--- src/rtl/uvispace_video_pkg.sv ---
// rtl/uvispace_video_pkg.sv - shared display-path mode constants, FSM state type and frame geometry
package uvispace_video_pkg;

  localparam logic [1:0] MODE_RGB555  = 2'd0;
  localparam logic [1:0] MODE_GRAY8   = 2'd1;
  localparam logic [1:0] MODE_GRAY8X2 = 2'd2;

  localparam int VGA_FRAME_PIXELS = 640 * 480;

  typedef enum logic [1:0] {
    ST_IDLE   = 2'd0,
    ST_STREAM = 2'd1,
    ST_DROP   = 2'd2
  } packer_state_t;

endpackage

--- src/rtl/pixel_formatter.sv ---
// rtl/pixel_formatter.sv - combinational pixel-to-word formatter (RGB555 / GRAY8 / GRAY8X2)
module pixel_formatter
  import uvispace_video_pkg::*;
#(
  parameter int IN_W  = 24,
  parameter int OUT_W = 16
) (
  input  logic [IN_W-1:0]  pixel,
  input  logic [1:0]       mode,
  input  logic [7:0]       hold,
  input  logic             flush,
  output logic [OUT_W-1:0] word
);

  localparam int C = IN_W / 3;

  logic [C-1:0] r;
  logic [C-1:0] g;
  logic [C-1:0] b;

  assign r = pixel[3*C-1 -: C];
  assign g = pixel[2*C-1 -: C];
  assign b = pixel[C-1 -: C];

  // Build the word; a flush is the unpaired even pixel at frame end, upper byte left zero
  always_comb begin
    word = '0;
    case (mode)
      MODE_RGB555:  word[14:0] = {r[C-1 -: 5], g[C-1 -: 5], b[C-1 -: 5]};
      MODE_GRAY8X2: word[15:0] = flush ? {8'h00, pixel[7:0]} : {pixel[7:0], hold};
      default:      word[7:0]  = pixel[7:0];
    endcase
  end

endmodule

--- src/rtl/video_stream_packer.sv ---
// rtl/video_stream_packer.sv - frame-aligned channel selector/packer; VIDEO_STREAM_PACKER_STATS_EN adds frame/drop counters
module video_stream_packer
  import uvispace_video_pkg::*;
#(
  parameter int NUM_CH       = 4,
  parameter int IN_W         = 24,
  parameter int OUT_W        = 16,
  parameter int FRAME_PIXELS = VGA_FRAME_PIXELS
) (
  input  logic                       clk,
  input  logic                       reset,
  input  logic                       frame_restart,
  input  logic [NUM_CH*IN_W-1:0]     in_data,
  input  logic [NUM_CH-1:0]          in_valid,
  input  logic [$clog2(NUM_CH)-1:0]  sel_ch,
  input  logic [1:0]                 sel_mode,
  output logic [OUT_W-1:0]           out_data,
  output logic                       out_valid,
  input  logic                       out_ready,
  output logic [$clog2(NUM_CH)-1:0]  active_ch,
  output logic [1:0]                 active_mode,
  output logic                       frame_done,
  output logic                       overflow
`ifdef VIDEO_STREAM_PACKER_STATS_EN
  ,
  output logic [15:0]                frame_count,
  output logic [15:0]                drop_count
`endif
);

  localparam int CH_W  = $clog2(NUM_CH);
  localparam int CNT_W = $clog2(FRAME_PIXELS);

  packer_state_t     state;
  logic [CNT_W-1:0]  cnt;
  logic [7:0]        hold;

  logic [CH_W-1:0]   sel_ch_n;
  logic [1:0]        sel_mode_n;
  logic [IN_W-1:0]   px;
  logic              px_valid;
  logic              last;
  logic              flush;
  logic              need_word;
  logic              can_load;
  logic              pix_event;
  logic              frame_end;
  logic              ovf_event;
  logic [OUT_W-1:0]  word;

  // Normalise the requested selection: clamp channel, fold mode 3 onto GRAY8
  always_comb begin
    sel_ch_n = sel_ch;
    if (int'(sel_ch) >= NUM_CH) sel_ch_n = CH_W'(NUM_CH - 1);
    sel_mode_n = (sel_mode == 2'd3) ? MODE_GRAY8 : sel_mode;
  end

  assign px        = in_data[active_ch*IN_W +: IN_W];
  assign px_valid  = in_valid[active_ch];
  assign last      = (cnt == CNT_W'(FRAME_PIXELS - 1));
  assign flush     = (active_mode == MODE_GRAY8X2) && !cnt[0] && last;
  assign need_word = (active_mode != MODE_GRAY8X2) || cnt[0] || last;
  assign can_load  = !out_valid || out_ready;
  assign pix_event = (state != ST_IDLE) && !frame_restart && px_valid;
  assign frame_end = pix_event && last;
  assign ovf_event = pix_event && (state == ST_STREAM) && need_word && !can_load;

  pixel_formatter #(
    .IN_W  (IN_W),
    .OUT_W (OUT_W)
  ) u_fmt (
    .pixel (px),
    .mode  (active_mode),
    .hold  (hold),
    .flush (flush),
    .word  (word)
  );

  // Main FSM: selection latching, pixel counting, packing and overflow/drop handling
  always_ff @(posedge clk) begin
    if (reset) begin
      state       <= ST_IDLE;
      cnt         <= '0;
      hold        <= '0;
      out_data    <= '0;
      out_valid   <= 1'b0;
      active_ch   <= '0;
      active_mode <= '0;
      frame_done  <= 1'b0;
      overflow    <= 1'b0;
    end else begin
      frame_done <= 1'b0;
      overflow   <= 1'b0;
      if (out_valid && out_ready) out_valid <= 1'b0;
      if (state == ST_IDLE) begin
        active_ch   <= sel_ch_n;
        active_mode <= sel_mode_n;
        cnt         <= '0;
        state       <= ST_STREAM;
      end else if (frame_restart) begin
        cnt         <= '0;
        hold        <= '0;
        active_ch   <= sel_ch_n;
        active_mode <= sel_mode_n;
        out_valid   <= 1'b0;
        state       <= ST_STREAM;
      end else if (px_valid) begin
        if (active_mode == MODE_GRAY8X2 && !cnt[0]) hold <= px[7:0];
        if (state == ST_STREAM && need_word) begin
          if (can_load) begin
            out_data  <= word;
            out_valid <= 1'b1;
          end else begin
            overflow <= 1'b1;
            state    <= ST_DROP;
          end
        end
        // Frame end resynchronises even out of DROP, so later assignments win
        if (last) begin
          cnt         <= '0;
          frame_done  <= 1'b1;
          active_ch   <= sel_ch_n;
          active_mode <= sel_mode_n;
          state       <= ST_STREAM;
        end else begin
          cnt <= cnt + CNT_W'(1);
        end
      end
    end
  end

`ifdef VIDEO_STREAM_PACKER_STATS_EN
  // Saturating frame and dropped-frame counters, cleared only by reset
  always_ff @(posedge clk) begin
    if (reset) begin
      frame_count <= '0;
      drop_count  <= '0;
    end else begin
      if (frame_end && frame_count != 16'hFFFF) frame_count <= frame_count + 16'd1;
      if (ovf_event && drop_count != 16'hFFFF)  drop_count  <= drop_count + 16'd1;
    end
  end
`endif

endmodule

--- config.mk ---
export PLATFORM = sky130hd
export DESIGN_NAME = video_stream_packer
export DESIGN_NICKNAME = d
export VERILOG_FILES = /design/src/rtl/uvispace_video_pkg.sv /design/src/rtl/pixel_formatter.sv /design/src/rtl/video_stream_packer.sv
export SDC_FILE = /design/constraint.sdc
export NUM_CORES = 1
export LEC_CHECK = 0
export ABC_AREA = 1
export BUFFER_PORTS_ARGS = -buffer_cell sky130_fd_sc_hd__buf_2
export CAP_MARGIN = 20
export CORE_ASPECT_RATIO = 1.75
export CORE_MARGIN = 2
export CORE_UTILIZATION = 40
export CTS_CLUSTER_DIAMETER = 50
export DETAILED_ROUTE_END_ITERATION = 12
export PLACE_DENSITY = 0.77
export SLEW_MARGIN = 20
export SYNTH_ARGS = -nofsm -noshare
export SYNTH_HDL_FRONTEND = slang
export SYNTH_HIERARCHICAL = 1
export SYNTH_SLANG_ARGS = --single-unit
--- constraint.sdc ---
create_clock -name clk -period 4 [get_ports clk]
set_input_delay 0.4 -clock clk [delete_from_list [all_inputs] [get_ports clk]]
set_output_delay 0.4 -clock clk [all_outputs]
set_load 0.01 [all_outputs]
# [Yosys cells after proc, flatten, opt, wreduce, memory -nomap -nowiden]
# Cells that the tools add are included.
# W data, S select, Z words.
[op_classes] addsub=1 mul=1 order_cmp=1 n_eq_ne=7 shift=1 n_mux=33 bitwise=4 reduce_logical=25
[ops] op="$shiftx A96 B8 Y24" count=1
[ops] op="$mux W2" count=12
[ops] op="$mux W8" count=3
[ops] op="$add A19 B1 Y19 const B" count=1
[ops] op="$eq A19 B19 Y1 const B" count=1
[ops] op="$mux W19" count=1
[ops] op="$mux W16" count=1
[ops] op="$pmux W8 S2" count=1
[ops] op="$pmux W7 S2" count=1
[ops] op="$mux W1" count=13
[ops] op="$reduce_and A3 Y1" count=3
[ops] op="$reduce_bool A2 Y1" count=3
[ops] op="$reduce_bool A3 Y1" count=2
[ops] op="$reduce_and A5 Y1" count=1
[ops] op="$reduce_or A5 Y1" count=1
[ops] op="$eq A2 B2 Y1 const B" count=2
[ops] op="$logic_and A1 B1 Y1" count=4
[ops] op="$logic_not A2 Y1" count=2
[ops] op="$mul A2 B2 Y4 const B" count=1
[ops] op="$ne A2 B2 Y1 const B" count=2
[ops] op="$ne A4 B3 Y1 const B" count=1
[ops] op="$not A1 Y1" count=4
[ops] op="$reduce_bool A4 Y1" count=1
[ops] op="$reduce_or A4 Y1" count=1
[ops] op="7 further kinds" count=10
[word_totals] regBits=52 input_bits=108 elab_cells=83

# [Depth between registers and ports, before layout]
# Gate-level depths: netlist of the first run.
[logic_depth] depth_word=9 ltp_mapped=12 depth_no_buf=12

# [By module]
# Netlist of the first run, hierarchy kept.
[by_module_without_submodules] module="video_stream_packer" instances=1 cells_per_inst=496 area_each_um2=3154.3 seq_area_each_um2=1041.0
[by_module_without_submodules] module="pixel_formatter" instances=1 cells_per_inst=104 area_each_um2=452.9 seq_area_each_um2=0.0

# [Least setup slack after synthesis of the first run]
# No wires, ideal clock.
[synth_path] kind="register to register" start="register cnt[0]" end="register out_data[2]" setup_time_ps=113 arrival_ps=1570 required_time_ps=3887 slack_ps=2318 path_stages_with_launch=12 path_buffers=1 path_cell_list="dfxtp_1 -> ha_1 -> nand3_1 -> nor2_4 -> nand2_1 -> nor2_1 -> buf_2 -> nand2_1 -> nand3_1 -> nand2_1 -> nor2_1 -> nor2_1"
[synth_via] elab_chain_cells=5 elab_cells_between_ends=10 cone_classes="eq/ne: 1; mux: 2; reduce/logical: 7"
[synth_rtl] item="start, declared" line_no="video_stream_packer.sv:35" text="logic [CNT_W-1:0] cnt;"
[synth_rtl] item="start signal, assigned" line_no="video_stream_packer.sv:126" text="cnt <= cnt + CNT_W'(1);"
[synth_rtl] item="parallel branches: the longest is 2 deep, another holds $eq A19 B19 Y1"
[synth_rtl] item="$logic_and A1 B1 Y1 *" line_no="video_stream_packer.sv:61" text="assign flush = (active_mode == MODE_GRAY8X2) && !cnt[0] && last;"
[synth_rtl] item="named net flush" line_no="video_stream_packer.sv:43" text="logic flush;"
[synth_rtl] item="$mux W16 *" line_no="pixel_formatter.sv:30" text="MODE_GRAY8X2: word[15:0] = flush ? {8'h00, pixel[7:0]} : {pixel[7:0], hold};"
[synth_rtl] item="$pmux W8 S2 *" line_no="pixel_formatter.sv:28" text="case (mode)"
[synth_rtl] item="named net word[2]" line_no="video_stream_packer.sv:49" text="logic [OUT_W-1:0] word;"
[synth_rtl] item="end signal, assigned" line_no="video_stream_packer.sv:111" text="out_data <= word;"
[synth_rtl] item="end, declared" line_no="video_stream_packer.sv:17" text="output logic [OUT_W-1:0] out_data,"
# Mark *: on every way through the listed nets, which the timed path passes.
# A chain may end at the register's enable or synchronous reset.

# [Worst setup path in the final report of the first run]
[layout_path] start="register cnt[0]" end="register out_data[5]"
# The elaborated chain is that of the path after synthesis.

==> report_table.html, run 1 <==
<table>
<tr><th>Metric</th><th>Value</th></tr>
<tr><th colspan="2">Route</th></tr>
<tr><td>Via total after detailed routing</td><td>roughly 3800</td></tr>
<tr><td>Residual antenna-violating net count after detailed routing</td><td>0</td></tr>
<tr><td>Detailed-router iteration count before antenna repair</td><td>4</td></tr>
<tr><td>Wire length per cell after detailed routing</td><td>around 12 um</td></tr>
<tr><td>Number of remaining DRC errors</td><td>0</td></tr>
<tr><td>Final wirelength</td><td>roughly 9.7 mm</td></tr>
<tr><td>Average vias per placed instance</td><td>4.95</td></tr>
<tr><td>Starting DRC count in detailed routing</td><td>213</td></tr>
<tr><th colspan="2">Min path</th></tr>
<tr><td>Worst hold path class</td><td>input port to register</td></tr>
<tr><td>Hold Path End</td><td>active_ch[1]</td></tr>
<tr><td>Launch point of the worst hold path</td><td>sel_ch[1]</td></tr>
<tr><td>Worst hold path depth</td><td>3</td></tr>
<tr><th colspan="2">Power and ir drop</th></tr>
<tr><td>Leak Pwr</td><td>about 2.0 nW</td></tr>
<tr><td>P per Cell Area</td><td>294 nW/um^2</td></tr>
<tr><td>Maximum VDD drop</td><td>between 0.0002 and 0.0003 V</td></tr>
<tr><th colspan="2">Worst setup path</th></tr>
<tr><td>Data required time at the worst endpoint</td><td>4.23 ns</td></tr>
<tr><td>Worst path arrival time</td><td>between 2 and 3 ns</td></tr>
<tr><td>Critical path capture point type</td><td>register</td></tr>
<tr><td>Crit start category</td><td>register</td></tr>
<tr><td>CP startpoint</td><td>cnt[0]</td></tr>
<tr><td>Worst reg-to-reg setup slack</td><td>about 1.5 ns</td></tr>
<tr><td>Type of the worst setup path</td><td>register to register</td></tr>
<tr><td>FF-to-FF Start</td><td>cnt[0]</td></tr>
<tr><td>Capture point of the worst reg-to-reg path</td><td>out_data[5]</td></tr>
<tr><td>Largest fanout on the critical path</td><td>11</td></tr>
<tr><td>Worst reg-to-reg path cell count</td><td>11</td></tr>
<tr><th colspan="2">Clock tree</th></tr>
<tr><td>Reg clk slew, reported paths</td><td>0.07 ns</td></tr>
<tr><td>Number of clock sinks seen by CTS</td><td>52</td></tr>
<tr><td>Clock buffers created by TritonCTS</td><td>5</td></tr>
<tr><td>CTS tree</td><td>built</td></tr>
<tr><td>CTS hold repair buffers</td><td>0</td></tr>
<tr><td>Maximum root-to-sink buffer count</td><td>2</td></tr>
<tr><td>Number of gates resized after cts</td><td>0</td></tr>
<tr><td>Clock network latency to the later pin of the worst-skew pair</td><td>roughly 0.29 ns</td></tr>
<tr><td>Number of H-tree levels</td><td>2</td></tr>
<tr><td>Buffer cell driving the clock tree root</td><td>sky130_fd_sc_hd__clkbuf_16</td></tr>
<tr><td>Setup fix buffers added after clock tree synthesis</td><td>0</td></tr>
<tr><th colspan="2">STA</th></tr>
<tr><td>Worst max-slew margin expressed relative to the limit</td><td>51.0%</td></tr>
<tr><td>Pin slew with the least headroom to its limit</td><td>between 0.7 and 0.8 ns</td></tr>
<tr><td>Max Freq</td><td>approximately 400 MHz</td></tr>
<tr><td>Final critical-path required period</td><td>roughly 2.5 ns</td></tr>
<tr><td>Final setup fails</td><td>0</td></tr>
<tr><td>Count of endpoints failing hold in the final timing report</td><td>0</td></tr>
<tr><td>Worst Setup Slack, final</td><td>roughly 1.5 ns</td></tr>
<tr><td>Maximum clock skew at final layout</td><td>0.00719 ns</td></tr>
<tr><td>Final clock period utilization by the worst path</td><td>around 63%</td></tr>
<tr><td>Final count of pins violating max slew</td><td>0</td></tr>
<tr><td>RSZ-0062 raised after global routing</td><td>false</td></tr>
<tr><td>Final sum of negative setup slack</td><td>0 ns</td></tr>
<tr><th colspan="2">GRT</th></tr>
<tr><td>Top Usage Layer GRT</td><td>met2</td></tr>
<tr><td>Met1 Track Usage GR</td><td>18.1%</td></tr>
<tr><td>All-Layer GR Usage</td><td>between 10% and 20%</td></tr>
<tr><td>Met2 Track Usage GR</td><td>39.2%</td></tr>
<tr><td>Maximum number of pins on one net before global-route repair</td><td>41</td></tr>
<tr><td>GR Layer Usage met3</td><td>3.15%</td></tr>
<tr><td>Total congestion overflow after global routing</td><td>0</td></tr>
<tr><td>Initial antenna violation count</td><td>0</td></tr>
<tr><td>Wire length of the first global-routing pass</td><td>around 15 mm</td></tr>
<tr><td>Number of global-route vias before repair</td><td>~3600</td></tr>
<tr><th colspan="2">Finish</th></tr>
<tr><td>Signed area change from the synthesized netlist to the final layout</td><td>20.0%</td></tr>
<tr><td>Number of antenna repair diodes</td><td>0</td></tr>
<tr><td>Count of filler cells inserted in the layout</td><td>873</td></tr>
<tr><td>Non-filler instance count after layout</td><td>775</td></tr>
<tr><td>Post-layout utilization of the core</td><td>about half</td></tr>
<tr><td>Final-stage net count</td><td>around 770</td></tr>
<tr><td>Share of cells above drive strength 1</td><td>about a quarter</td></tr>
<tr><th colspan="2">Synthesis</th></tr>
<tr><td>Combined area of all synthesized cells</td><td>3460 um^2</td></tr>
<tr><td>Warnings from Yosys</td><td>6</td></tr>
<tr><td>Synthesized area per cell</td><td>6.08 um^2</td></tr>
<tr><td>Instance count of the mapped netlist</td><td>570</td></tr>
<tr><td>Number of nets produced by synthesis</td><td>a little under 700</td></tr>
<tr><th colspan="2">Placed design</th></tr>
<tr><td>Cell count after placement</td><td>around 770</td></tr>
<tr><td>Final Wtd Congestion</td><td>just under 0.9</td></tr>
<tr><td>Pre-CTS setup slack</td><td>1.47 ns</td></tr>
<tr><td>PortBufs</td><td>~110</td></tr>
<tr><td>Half-perimeter wire length after placement</td><td>between 7 and 8 mm</td></tr>
<tr><th colspan="2">Floorplanning</th></tr>
<tr><td>DIE AREA</td><td>approximately 9500 um^2</td></tr>
<tr><td>Core Footprint</td><td>approximately 8400 um^2</td></tr>
<tr><td>I/O pin cnt</td><td>between 100 and 150</td></tr>
<tr><td>Die height</td><td>127 um</td></tr>
<tr><td>Std-Cell Rows</td><td>between 40 and 50</td></tr>
<tr><td>Effective utilization at floorplan</td><td>between 40% and 50%</td></tr>
<tr><td>Width of the die</td><td>approximately 74 um</td></tr>
<tr><th colspan="2">Flow run</th></tr>
<tr><td>Maximum Capacitance Violations</td><td>0</td></tr>
<tr><th colspan="2">Run status</th></tr>
<tr><td>Status</td><td>finished clean</td></tr>
</table>
## sequential cells by signal, indices dropped and copies added, names as in the netlist
name         count
overflow         1
active_mode      2
active_ch        2
cnt             19
out_data        16
state            2
frame_done       1
out_valid        1
hold             8
## worst max-delay path by stage
stage	slack, ns	end
final	1.49	out_data[5]
after global routing	1.21	out_data[4]
after CTS	1.47	out_data[5]
after detailed placement	1.47	out_data[5]
after global placement	1.60	out_data[5]
after floorplan	2.32	out_data[2]
## routing by layer
metal / wire (um) / part of all wire, % / up-vias
met5: 0 / 0 / -
met1: 3510 / 36 / 1682
met2: 5120 / 53 / 159
li1: - / - / 1963
met3: 594 / 6.2 / 33
met4: 427 / 4.4 / 0
## final cells by class
type	instances	area, um^2	area share, %
clock buffers	7	143	3.43
clock inverters	1	7.51	0.181
multi-input cells	418	2000	48.2
well taps	115	144	3.46
flip-flops and latches	52	1040	25.0
repair buffers	107	538	12.9
inverters	75	282	6.77
## cells in the final DEF (no fill, tap or decap), types with 2 or more instances in the layout
cell type,n
sky130_fd_sc_hd__o22ai_1,18
sky130_fd_sc_hd__clkbuf_16,5
sky130_fd_sc_hd__inv_1,64
sky130_fd_sc_hd__nand2_2,5
sky130_fd_sc_hd__nor3_1,7
sky130_fd_sc_hd__o21ai_0,42
sky130_fd_sc_hd__dfxtp_1,52
sky130_fd_sc_hd__nor3_2,2
sky130_fd_sc_hd__a21oi_1,26
sky130_fd_sc_hd__nor3_4,2
sky130_fd_sc_hd__xor2_1,6
sky130_fd_sc_hd__nor2_4,5
sky130_fd_sc_hd__nand2_1,147
sky130_fd_sc_hd__nor2_2,4
sky130_fd_sc_hd__nor2_1,111
sky130_fd_sc_hd__buf_2,106
sky130_fd_sc_hd__nand3_1,20
sky130_fd_sc_hd__nand3_4,3
sky130_fd_sc_hd__nand4_1,8
sky130_fd_sc_hd__inv_2,11
sky130_fd_sc_hd__nand2_4,2
## critical path: stages (launching register included)
cell and delay, ns:
sky130_fd_sc_hd__dfxtp_1 0.37, sky130_fd_sc_hd__ha_1 0.30, sky130_fd_sc_hd__nand3_1 0.15, sky130_fd_sc_hd__nor2_4 0.20, sky130_fd_sc_hd__nand2_1 0.08, sky130_fd_sc_hd__nor2_1 0.57, sky130_fd_sc_hd__inv_1 0.28, sky130_fd_sc_hd__nand2_1 0.13
sky130_fd_sc_hd__nand3_1 0.07, sky130_fd_sc_hd__nand2_1 0.13, sky130_fd_sc_hd__nor2_1 0.06, sky130_fd_sc_hd__nor2_1 0.11
## through the flow
stage / hold slack [ns] / cell area [um^2] / total power (W)
after global routing: 0.333 / 4160 / 0.00128
after floorplan: 0.441 / 3460 / 0.000718
final: 0.342 / 4160 / 0.00122
after detailed placement: 0.458 / 4010 / 0.000802
after global placement: 0.451 / 4010 / 0.000797
after CTS: 0.324 / 4160 / 0.00124
## report_power, final
part           switching (W)  internal, W  leakage, nW  total, W
registers          0.0000150     0.000529        0.421  0.000544
logic               0.000157    0.0000904         1.52  0.000248
clock network       0.000182     0.000249       0.0701  0.000432
total               0.000355     0.000869         2.01   0.00122
No activity file was read; power rests on OpenSTA's default activity.
==> run 2, diff against run 1 <==
--- a/config.mk
+++ b/config.mk
@@ -13,7 +13,7 @@
 export CORE_UTILIZATION = 40
 export CTS_CLUSTER_DIAMETER = 50
 export DETAILED_ROUTE_END_ITERATION = 12
-export PLACE_DENSITY = 0.77
+export PLACE_DENSITY = 0.79
 export SLEW_MARGIN = 20
 export SYNTH_ARGS = -nofsm -noshare
 export SYNTH_HDL_FRONTEND = slang
==> constraint.sdc (replaced) <==
create_clock -name clk -period 2.15 [get_ports clk]
set_input_delay 0.215 -clock clk [delete_from_list [all_inputs] [get_ports clk]]
set_output_delay 0.215 -clock clk [all_outputs]
set_load 0.01 [all_outputs]
==> run 2 against run 1 <==
Worst hold slack worse by 0.18 ns. Final area grew 2.3%. Power increased by 89%. Core utilization increased by 1.2 points. First-iteration DRC count grew 18%. Count of clock-buffer cells in the layout is the same. Worst setup slack lost 1.2 ns. Register-to-register slack lost 1.2 ns. Combinational power increased by 100%. Wire length decreased by 0.13%. Fmax increased by 32%.
==> report_table.html, run 2 (synthesis gave the netlist of run 1 again) <==
<table>
<tr><th>Metric</th><th>Value</th></tr>
<tr><th colspan="2">Route</th></tr>
<tr><td>Number of remaining DRC errors</td><td>0 (unchanged)</td></tr>
<tr><td>Wire length per cell after detailed routing</td><td>12.2 um (was 12.5 um)</td></tr>
<tr><td>Detailed-router iteration count before antenna repair</td><td>4 (unchanged)</td></tr>
<tr><td>Via total after detailed routing</td><td>3854 (was 3837)</td></tr>
<tr><td>Starting DRC count in detailed routing</td><td>251 (was 213)</td></tr>
<tr><td>Residual antenna-violating net count after detailed routing</td><td>0 (unchanged)</td></tr>
<tr><td>Average vias per placed instance</td><td>4.89 (was 4.95)</td></tr>
<tr><td>Final wirelength</td><td>9.64 mm (was 9.66 mm)</td></tr>
<tr><th colspan="2">Power and ir drop</th></tr>
<tr><td>Internal Power</td><td>0.00164 W (was 0.000869 W)</td></tr>
<tr><td>Clk pwr share</td><td>34.7% (was 35.3%)</td></tr>
<tr><td>Part of the total power dissipated in combinational logic</td><td>22.0% (was 20.2%)</td></tr>
<tr><td>Net load switching power</td><td>0.000665 W (was 0.000355 W)</td></tr>
<tr><td>Leak Pwr</td><td>2.08 nW (was 2.01 nW)</td></tr>
<tr><td>Sequential power share</td><td>43.3% (was 44.5%)</td></tr>
<tr><td>Maximum VDD drop</td><td>0.000330 V (was 0.000294 V)</td></tr>
<tr><td>Net Sw Frac</td><td>28.8% (was 29.0%)</td></tr>
<tr><td>P per Cell Area</td><td>542 nW/um^2 (was 294 nW/um^2)</td></tr>
<tr><td>Overall power of the completed layout</td><td>0.00231 W (was 0.00122 W)</td></tr>
<tr><th colspan="2">Worst setup path</th></tr>
<tr><td>Crit start category</td><td>register (unchanged)</td></tr>
<tr><td>Largest fanout on the critical path</td><td>10 (was 11)</td></tr>
<tr><td>Worst path arrival time</td><td>2.08 ns (was 2.74 ns)</td></tr>
<tr><td>Data required time at the worst endpoint</td><td>2.32 ns (was 4.23 ns)</td></tr>
<tr><td>Critical path capture point type</td><td>register (unchanged)</td></tr>
<tr><td>Type of the worst setup path</td><td>register to register (unchanged)</td></tr>
<tr><th colspan="2">Finish</th></tr>
<tr><td>Biggest registers after layout</td><td>cnt x19, out_data x16, hold x8 (unchanged)</td></tr>
<tr><td>Total area of multi-input combinational cells</td><td>2000 um^2 (unchanged)</td></tr>
<tr><td>Share of cells above drive strength 1</td><td>24.8% (was 23.3%)</td></tr>
<tr><td>Max FFs per register</td><td>19 (unchanged)</td></tr>
<tr><td>Commonest non-fill, non-tap cell in the layout</td><td>sky130_fd_sc_hd__nand2_1 (unchanged)</td></tr>
<tr><td>Signed area change from the synthesized netlist to the final layout</td><td>22.8% (was 20.0%)</td></tr>
<tr><td>Reg area</td><td>1040 um^2 (unchanged)</td></tr>
<tr><td>Post-layout utilization of the core</td><td>50.9% (was 49.7%)</td></tr>
<tr><td>Count of filler cells inserted in the layout</td><td>880 (was 873)</td></tr>
<tr><td>Final-stage net count</td><td>781 (was 768)</td></tr>
<tr><td>Register name with the most flops</td><td>cnt (unchanged)</td></tr>
<tr><td>Commonest cells after routing, fill and taps aside</td><td>147 x sky130_fd_sc_hd__nand2_1, 111 x sky130_fd_sc_hd__nor2_1, 106 x sky130_fd_sc_hd__buf_2 (unchanged)</td></tr>
<tr><td>Number of antenna repair diodes</td><td>0 (unchanged)</td></tr>
<tr><th colspan="2">Clock tree</th></tr>
<tr><td>Number of H-tree levels</td><td>2 (unchanged)</td></tr>
<tr><td>Number of gates resized after cts</td><td>0 (unchanged)</td></tr>
<tr><td>Setup fix buffers added after clock tree synthesis</td><td>0 (unchanged)</td></tr>
<tr><td>Reg clk slew, reported paths</td><td>0.07 ns (about the same)</td></tr>
<tr><td>Maximum root-to-sink buffer count</td><td>2 (unchanged)</td></tr>
<tr><td>Buffer cell driving the clock tree root</td><td>sky130_fd_sc_hd__clkbuf_16 (unchanged)</td></tr>
<tr><td>Clock network latency to the later pin of the worst-skew pair</td><td>0.29 ns (about the same)</td></tr>
<tr><td>CTS hold repair buffers</td><td>0 (unchanged)</td></tr>
<tr><td>Number of clock sinks seen by CTS</td><td>52 (unchanged)</td></tr>
<tr><td>Clock buffers created by TritonCTS</td><td>5 (unchanged)</td></tr>
<tr><td>CTS tree</td><td>built (unchanged)</td></tr>
<tr><th colspan="2">GRT</th></tr>
<tr><td>Initial antenna violation count</td><td>0 (unchanged)</td></tr>
<tr><td>Number of global-route vias before repair</td><td>3596 (was 3565)</td></tr>
<tr><td>Maximum number of pins on one net before global-route repair</td><td>33 (was 41)</td></tr>
<tr><td>Total congestion overflow after global routing</td><td>0 (unchanged)</td></tr>
<tr><td>Wire length of the first global-routing pass</td><td>14.9 mm (was 14.8 mm)</td></tr>
<tr><td>All-Layer GR Usage</td><td>20.0% (about the same)</td></tr>
<tr><th colspan="2">Min path</th></tr>
<tr><td>Worst hold path class</td><td>input port to register (unchanged)</td></tr>
<tr><th colspan="2">Floorplanning</th></tr>
<tr><td>DIE AREA</td><td>9450 um^2 (unchanged)</td></tr>
<tr><td>Die height</td><td>127 um (unchanged)</td></tr>
<tr><td>Effective utilization at floorplan</td><td>41.4% (unchanged)</td></tr>
<tr><td>Core Footprint</td><td>8370 um^2 (unchanged)</td></tr>
<tr><td>Width of the die</td><td>74.4 um (unchanged)</td></tr>
<tr><td>I/O pin cnt</td><td>131 (unchanged)</td></tr>
<tr><td>Std-Cell Rows</td><td>44 (unchanged)</td></tr>
<tr><th colspan="2">STA</th></tr>
<tr><td>Final setup fails</td><td>0 (unchanged)</td></tr>
<tr><td>Final clock period utilization by the worst path</td><td>88.7% (was 62.8%)</td></tr>
<tr><td>Max Freq</td><td>525 MHz (was 398 MHz)</td></tr>
<tr><td>Minimum hold slack</td><td>0.160 ns (was 0.342 ns)</td></tr>
<tr><td>Worst max-slew margin expressed relative to the limit</td><td>64.6% (was 51.0%)</td></tr>
<tr><td>Final critical-path required period</td><td>1.91 ns (was 2.51 ns)</td></tr>
<tr><td>RSZ-0062 raised after global routing</td><td>false (unchanged)</td></tr>
<tr><td>Final sum of negative setup slack</td><td>0 ns (unchanged)</td></tr>
<tr><td>Pin slew with the least headroom to its limit</td><td>0.531 ns (was 0.732 ns)</td></tr>
<tr><td>Worst Setup Slack, final</td><td>0.243 ns (was 1.49 ns)</td></tr>
<tr><td>Maximum clock skew at final layout</td><td>0.00890 ns (was 0.00719 ns)</td></tr>
<tr><td>Count of endpoints failing hold in the final timing report</td><td>0 (unchanged)</td></tr>
<tr><td>Final count of pins violating max slew</td><td>0 (unchanged)</td></tr>
<tr><th colspan="2">Run status</th></tr>
<tr><td>Status</td><td>finished clean (unchanged)</td></tr>
<tr><th colspan="2">Placed design</th></tr>
<tr><td>Half-perimeter wire length after placement</td><td>7.52 mm (was 7.50 mm)</td></tr>
<tr><td>Final Wtd Congestion</td><td>0.888 (was 0.885)</td></tr>
<tr><td>PortBufs</td><td>106 (unchanged)</td></tr>
<tr><td>Pre-CTS setup slack</td><td>0.279 ns (was 1.47 ns)</td></tr>
<tr><th colspan="2">Flow run</th></tr>
<tr><td>Maximum Capacitance Violations</td><td>0 (unchanged)</td></tr>
</table>
[run 2: worst paths after layout]
kind                                 from            to  slack [ns]  cells after the start
worst min-delay path            sel_ch[0]  active_ch[0]        0.16                      3
worst max register to register    cnt[16]   out_data[1]        0.24                     10
worst min register to register    hold[0]       hold[0]        0.47                      2
worst max-delay path              cnt[16]   out_data[1]        0.24                     10
[run 2: area by class of cell]
| cell class | instances | area share (%) |
|---|---|---|
| clock inverter | 1 | 0.176 |
| multi-input combinational | 418 | 47.1 |
| clock buffer | 7 | 3.35 |
| timing repair buffer | 120 | 14.9 |
| inverter | 75 | 6.62 |
| sequential | 52 | 24.5 |
| tap | 115 | 3.38 |
[run 2: worst max-delay path, cell delays in order (launching register included)]
cell and delay [ns]:
sky130_fd_sc_hd__dfxtp_1 0.37, sky130_fd_sc_hd__nor3_2 0.29, sky130_fd_sc_hd__nor3b_2 0.27, sky130_fd_sc_hd__nand2_1 0.09, sky130_fd_sc_hd__nor2_1 0.16, sky130_fd_sc_hd__buf_4 0.21, sky130_fd_sc_hd__nand2_1 0.07, sky130_fd_sc_hd__nand3_1 0.12
sky130_fd_sc_hd__nand2_1 0.07, sky130_fd_sc_hd__nor2_1 0.10, sky130_fd_sc_hd__nor2_1 0.06
[run 2: metrics by stage]
| stage | instance area [um^2] | cells |
|---|---|---|
| 2_1_floorplan | 3460 | 570 |
| 3_3_place_gp | 4110 | 780 |
| 3_5_place_dp | 4110 | 780 |
| 4_1_cts | 4260 | 788 |
| 5_1_grt | 4260 | 788 |
| 6_report | 4260 | 788 |
[run 2: layer usage]
layer	GRT usage, %	wire length [um]
met2	39.8	5150
met4	10.2	348
met5	0	0
met3	2.92	599
met1	18.4	3540
[run 2: power groups by stage]
stage / registers, W / logic, W / clock network (W)
2_1_floorplan: 0.00103 / 0.000304 / 0
3_3_place_gp: 0.00102 / 0.000493 / 0
3_5_place_dp: 0.00102 / 0.000501 / 0
4_1_cts: 0.00100 / 0.000505 / 0.000826
5_1_grt: 0.00100 / 0.000563 / 0.000858
6_report: 0.00100 / 0.000506 / 0.000801
==> run 3, diff against run 2 <==
--- a/config.mk
+++ b/config.mk
@@ -5,7 +5,6 @@
 export SDC_FILE = /design/constraint.sdc
 export NUM_CORES = 1
 export LEC_CHECK = 0
-export ABC_AREA = 1
 export BUFFER_PORTS_ARGS = -buffer_cell sky130_fd_sc_hd__buf_2
 export CAP_MARGIN = 20
 export CORE_ASPECT_RATIO = 1.75
@@ -13,7 +12,7 @@
 export CORE_UTILIZATION = 40
 export CTS_CLUSTER_DIAMETER = 50
 export DETAILED_ROUTE_END_ITERATION = 12
-export PLACE_DENSITY = 0.79
+export PLACE_DENSITY = 0.81
 export SLEW_MARGIN = 20
 export SYNTH_ARGS = -nofsm -noshare
 export SYNTH_HDL_FRONTEND = slang
==> run 3 against run 2 <==
Register-to-register slack lost 0.10 ns. Largest power group unchanged. Sequential share of layout area increased by 3.1 points. Clock power shrank 5.9%. Highest routed layer unchanged. Non-clock buffer count increased by 3. Critical endpoint is now out_valid. Power down 1.9%.
==> report_table.html, run 3 <==
<table>
<tr><th>Metric</th><th>Value</th></tr>
<tr><th colspan="2">Route</th></tr>
<tr><td>Via total after detailed routing</td><td>2830 (was 3854)</td></tr>
<tr><td>Number of remaining DRC errors</td><td>0 (unchanged)</td></tr>
<tr><td>Final wirelength</td><td>7.47 mm (was 9.64 mm)</td></tr>
<tr><td>Starting DRC count in detailed routing</td><td>126 (was 251)</td></tr>
<tr><td>Wire length per cell after detailed routing</td><td>14.5 um (was 12.2 um)</td></tr>
<tr><td>Detailed-router iteration count before antenna repair</td><td>4 (unchanged)</td></tr>
<tr><td>Residual antenna-violating net count after detailed routing</td><td>0 (unchanged)</td></tr>
<tr><td>Average vias per placed instance</td><td>5.48 (was 4.89)</td></tr>
<tr><th colspan="2">STA</th></tr>
<tr><td>Count of endpoints failing hold in the final timing report</td><td>0 (unchanged)</td></tr>
<tr><td>Max Freq</td><td>497 MHz (was 525 MHz)</td></tr>
<tr><td>Pin slew with the least headroom to its limit</td><td>0.894 ns (was 0.531 ns)</td></tr>
<tr><td>RSZ-0062 raised after global routing</td><td>false (unchanged)</td></tr>
<tr><td>Maximum clock skew at final layout</td><td>0.00552 ns (was 0.00890 ns)</td></tr>
<tr><td>Minimum hold slack</td><td>0.139 ns (was 0.160 ns)</td></tr>
<tr><td>Final clock period utilization by the worst path</td><td>93.5% (was 88.7%)</td></tr>
<tr><td>Final count of pins violating max slew</td><td>0 (unchanged)</td></tr>
<tr><td>Final critical-path required period</td><td>2.01 ns (was 1.91 ns)</td></tr>
<tr><td>Final sum of negative setup slack</td><td>0 ns (unchanged)</td></tr>
<tr><td>Worst max-slew margin expressed relative to the limit</td><td>39.9% (was 64.6%)</td></tr>
<tr><td>Final setup fails</td><td>0 (unchanged)</td></tr>
<tr><th colspan="2">Clock tree</th></tr>
<tr><td>Reg clk slew, reported paths</td><td>0.06 ns (was 0.07 ns)</td></tr>
<tr><td>Clock buffers created by TritonCTS</td><td>5 (unchanged)</td></tr>
<tr><td>CTS hold repair buffers</td><td>0 (unchanged)</td></tr>
<tr><td>Clock network latency to the later pin of the worst-skew pair</td><td>0.29 ns (about the same)</td></tr>
<tr><td>Maximum root-to-sink buffer count</td><td>2 (unchanged)</td></tr>
<tr><td>Buffer cell driving the clock tree root</td><td>sky130_fd_sc_hd__clkbuf_16 (unchanged)</td></tr>
<tr><td>Number of H-tree levels</td><td>2 (unchanged)</td></tr>
<tr><td>CTS tree</td><td>built (unchanged)</td></tr>
<tr><td>Number of clock sinks seen by CTS</td><td>52 (unchanged)</td></tr>
<tr><th colspan="2">Worst setup path</th></tr>
<tr><td>CP bufs+invs</td><td>1 (unchanged)</td></tr>
<tr><td>FF-to-FF Start</td><td>cnt[1] (was cnt[16])</td></tr>
<tr><td>Cell type of the slowest stage on the worst timing path</td><td>sky130_fd_sc_hd__dfxtp_1 (unchanged)</td></tr>
<tr><td>Cell Chain, Critical Path</td><td>ha_1 &gt; nand4b_1 &gt; nor4_1 &gt; nand4_1 &gt; buf_4 &gt; a211o_1 &gt; a221oi_1 (was nor3_2 &gt; nor3b_2 &gt; nand2_1 &gt; nor2_1 &gt; buf_4 &gt; nand2_1 &gt; nand3_1 &gt; nand2_1 &gt; nor2_1 &gt; nor2_1)</td></tr>
<tr><td>Type of the worst setup path</td><td>register to register (unchanged)</td></tr>
<tr><td>Capture point of the worst reg-to-reg path</td><td>out_valid (was out_data[1])</td></tr>
<tr><td>Largest stage delay on the critical path</td><td>0.36 ns (was 0.37 ns)</td></tr>
<tr><td>Crit path max-delay family</td><td>compound AO/OA/AOI/OAI gates (was simple AND/OR/NAND/NOR gates)</td></tr>
<tr><td>Worst path arrival time</td><td>2.21 ns (was 2.08 ns)</td></tr>
<tr><td>Crit start category</td><td>register (unchanged)</td></tr>
<tr><td>Critical path capture point type</td><td>register (unchanged)</td></tr>
<tr><td>Largest fanout on the critical path</td><td>13 (was 10)</td></tr>
<tr><td>Worst reg-to-reg path cell count</td><td>7 (was 10)</td></tr>
<tr><td>Worst reg-to-reg setup slack</td><td>0.14 ns (was 0.24 ns)</td></tr>
<tr><td>Data required time at the worst endpoint</td><td>2.35 ns (was 2.32 ns)</td></tr>
<tr><th colspan="2">Flow run</th></tr>
<tr><td>Maximum Capacitance Violations</td><td>0 (unchanged)</td></tr>
<tr><th colspan="2">Power and ir drop</th></tr>
<tr><td>Sequential power share</td><td>44.8% (was 43.3%)</td></tr>
<tr><td>Maximum VDD drop</td><td>0.000308 V (was 0.000330 V)</td></tr>
<tr><td>Clk pwr share</td><td>33.3% (was 34.7%)</td></tr>
<tr><td>Net load switching power</td><td>0.000597 W (was 0.000665 W)</td></tr>
<tr><td>P per Cell Area</td><td>598 nW/um^2 (was 542 nW/um^2)</td></tr>
<tr><td>Net Sw Frac</td><td>26.4% (was 28.8%)</td></tr>
<tr><td>Leak Pwr</td><td>1.57 nW (was 2.08 nW)</td></tr>
<tr><td>Part of the total power dissipated in combinational logic</td><td>21.9% (was 22.0%)</td></tr>
<tr><td>Internal Power</td><td>0.00167 W (was 0.00164 W)</td></tr>
<tr><th colspan="2">Floorplanning</th></tr>
<tr><td>Width of the die</td><td>69.0 um (was 74.4 um)</td></tr>
<tr><td>I/O pin cnt</td><td>131 (unchanged)</td></tr>
<tr><td>Std-Cell Rows</td><td>41 (was 44)</td></tr>
<tr><td>DIE AREA</td><td>8120 um^2 (was 9450 um^2)</td></tr>
<tr><td>Core Footprint</td><td>7180 um^2 (was 8370 um^2)</td></tr>
<tr><td>Effective utilization at floorplan</td><td>41.2% (was 41.4%)</td></tr>
<tr><td>Die height</td><td>118 um (was 127 um)</td></tr>
<tr><th colspan="2">Synthesis</th></tr>
<tr><td>Warnings from Yosys</td><td>6 (unchanged)</td></tr>
<tr><td>Combined area of all synthesized cells</td><td>2960 um^2 (was 3460 um^2)</td></tr>
<tr><td>Synthesized area per cell</td><td>9.18 um^2 (was 6.08 um^2)</td></tr>
<tr><td>Instance count of the mapped netlist</td><td>322 (was 570)</td></tr>
<tr><td>Number of nets produced by synthesis</td><td>431 (was 679)</td></tr>
<tr><th colspan="2">Finish</th></tr>
<tr><td>Count of filler cells inserted in the layout</td><td>672 (was 880)</td></tr>
<tr><td>Number of antenna repair diodes</td><td>0 (unchanged)</td></tr>
<tr><td>Signed area change from the synthesized netlist to the final layout</td><td>27.9% (was 22.8%)</td></tr>
<tr><td>Commonest non-fill, non-tap cell in the layout</td><td>sky130_fd_sc_hd__buf_2 (was sky130_fd_sc_hd__nand2_1)</td></tr>
<tr><td>Register name with the most flops</td><td>cnt (unchanged)</td></tr>
<tr><td>Final-stage net count</td><td>539 (was 781)</td></tr>
<tr><td>Summed area of non-filler cells in the final layout</td><td>3780 um^2 (was 4260 um^2)</td></tr>
<tr><td>Commonest cells after routing, fill and taps aside</td><td>106 x sky130_fd_sc_hd__buf_2, 52 x sky130_fd_sc_hd__dfxtp_1, 48 x sky130_fd_sc_hd__nand2_1 (was 147 x sky130_fd_sc_hd__nand2_1, 111 x sky130_fd_sc_hd__nor2_1, 106 x sky130_fd_sc_hd__buf_2)</td></tr>
<tr><td>Max FFs per register</td><td>19 (unchanged)</td></tr>
<tr><td>Share of cells above drive strength 1</td><td>34.9% (was 24.8%)</td></tr>
<tr><td>Biggest registers after layout</td><td>cnt x19, out_data x16, hold x8 (unchanged)</td></tr>
<tr><th colspan="2">Placed design</th></tr>
<tr><td>Half-perimeter wire length after placement</td><td>5.95 mm (was 7.52 mm)</td></tr>
<tr><td>PortBufs</td><td>106 (unchanged)</td></tr>
<tr><td>Placed instance area</td><td>3630 um^2 (was 4110 um^2)</td></tr>
<tr><td>Final Wtd Congestion</td><td>0.830 (was 0.888)</td></tr>
<tr><th colspan="2">GRT</th></tr>
<tr><td>All-Layer GR Usage</td><td>19.6% (was 20.0%)</td></tr>
<tr><td>Total congestion overflow after global routing</td><td>0 (unchanged)</td></tr>
<tr><td>Initial antenna violation count</td><td>0 (unchanged)</td></tr>
<tr><td>Maximum number of pins on one net before global-route repair</td><td>41 (was 33)</td></tr>
<tr><td>Wire length of the first global-routing pass</td><td>12.6 mm (was 14.9 mm)</td></tr>
<tr><td>Number of global-route vias before repair</td><td>2854 (was 3596)</td></tr>
<tr><th colspan="2">Run status</th></tr>
<tr><td>Status</td><td>finished clean (unchanged)</td></tr>
<tr><th colspan="2">Min path</th></tr>
<tr><td>Hold Path End</td><td>active_mode[1] (was active_ch[0])</td></tr>
<tr><td>Worst hold path depth</td><td>2 (was 3)</td></tr>
<tr><td>Worst hold path class</td><td>input port to register (unchanged)</td></tr>
<tr><td>Launch point of the worst hold path</td><td>sel_mode[0] (was sel_ch[0])</td></tr>
</table>
-- run 3: power by group through the flow --
stage	clock, W	sequential (W)	combinational [W]
3_3_place_gp	0	0.00103	0.000482
5_1_grt	0.000802	0.00102	0.000544
4_1_cts	0.000769	0.00101	0.000493
6_report	0.000754	0.00101	0.000496
2_1_floorplan	0	0.00104	0.000303
3_5_place_dp	0	0.00103	0.000491
-- run 3: layer usage --
layer	wire length (um)	global-route usage, %	share of wire, %	vias to the layer above
li1	-	-	-	1386
met2	3980	33.8	53	113
met3	434	3.73	5.8	19
met5	0	0	0	-
met4	243	8.58	3.3	0
met1	2810	22.6	38	1312
-- run 3: worst max-delay path by stage --
stage	slack, ns	depth (start not counted)	startpoint	endpoint
after global placement	0.12	10	cnt[1]	out_data[3]
after global routing	0.006	8	cnt[1]	out_data[7]
final	0.14	7	cnt[1]	out_valid
after floorplan	0.02	12	cnt[0]	out_data[3]
after detailed placement	0.05	10	cnt[1]	out_data[3]
after CTS	0.005	10	cnt[1]	out_data[3]
-- run 3: repair_timing --
item                                    in CTS  in global routing
resized for setup                            0                  6
endpoints found under the setup margin       0                 13
setup buffers                                0                  0
-- run 3: area by class of cell --
cell class | count | area (um^2) | share of cell area [%]
Inverter | 4 | 15.0 | 0.397
Clock buffer | 6 | 129 | 3.41
Tap cell | 86 | 108 | 2.84
Sequential cell | 52 | 1040 | 27.5
Multi-Input combinational cell | 244 | 1800 | 47.6
Clock inverter | 1 | 5.00 | 0.132
Timing Repair Buffer | 123 | 683 | 18.1
-- run 3: stage by stage --
step | setup slack, ns | total power [W] | utilization [%] | instances
after detailed placement | 0.0501 | 0.00153 | 50.5 | 509
final | 0.139 | 0.00226 | 52.7 | 516
after floorplan | 0.0189 | 0.00135 | - | 322
after CTS | 0.00477 | 0.00228 | 52.4 | 516
after global placement | 0.117 | 0.00151 | 50.5 | 509
after global routing | 0.00592 | 0.00236 | 52.7 | 516
-- run 3: worst register-to-register path: cells and delay by family (launching register included) --
family                     cells  cell delay [ns]
adders and majority gates      1             0.22
buffers and inverters          1             0.25
DFF                            1             0.36
AOI/OAI and AO/OA              2             0.57
and+or+nand+nor                3             0.51
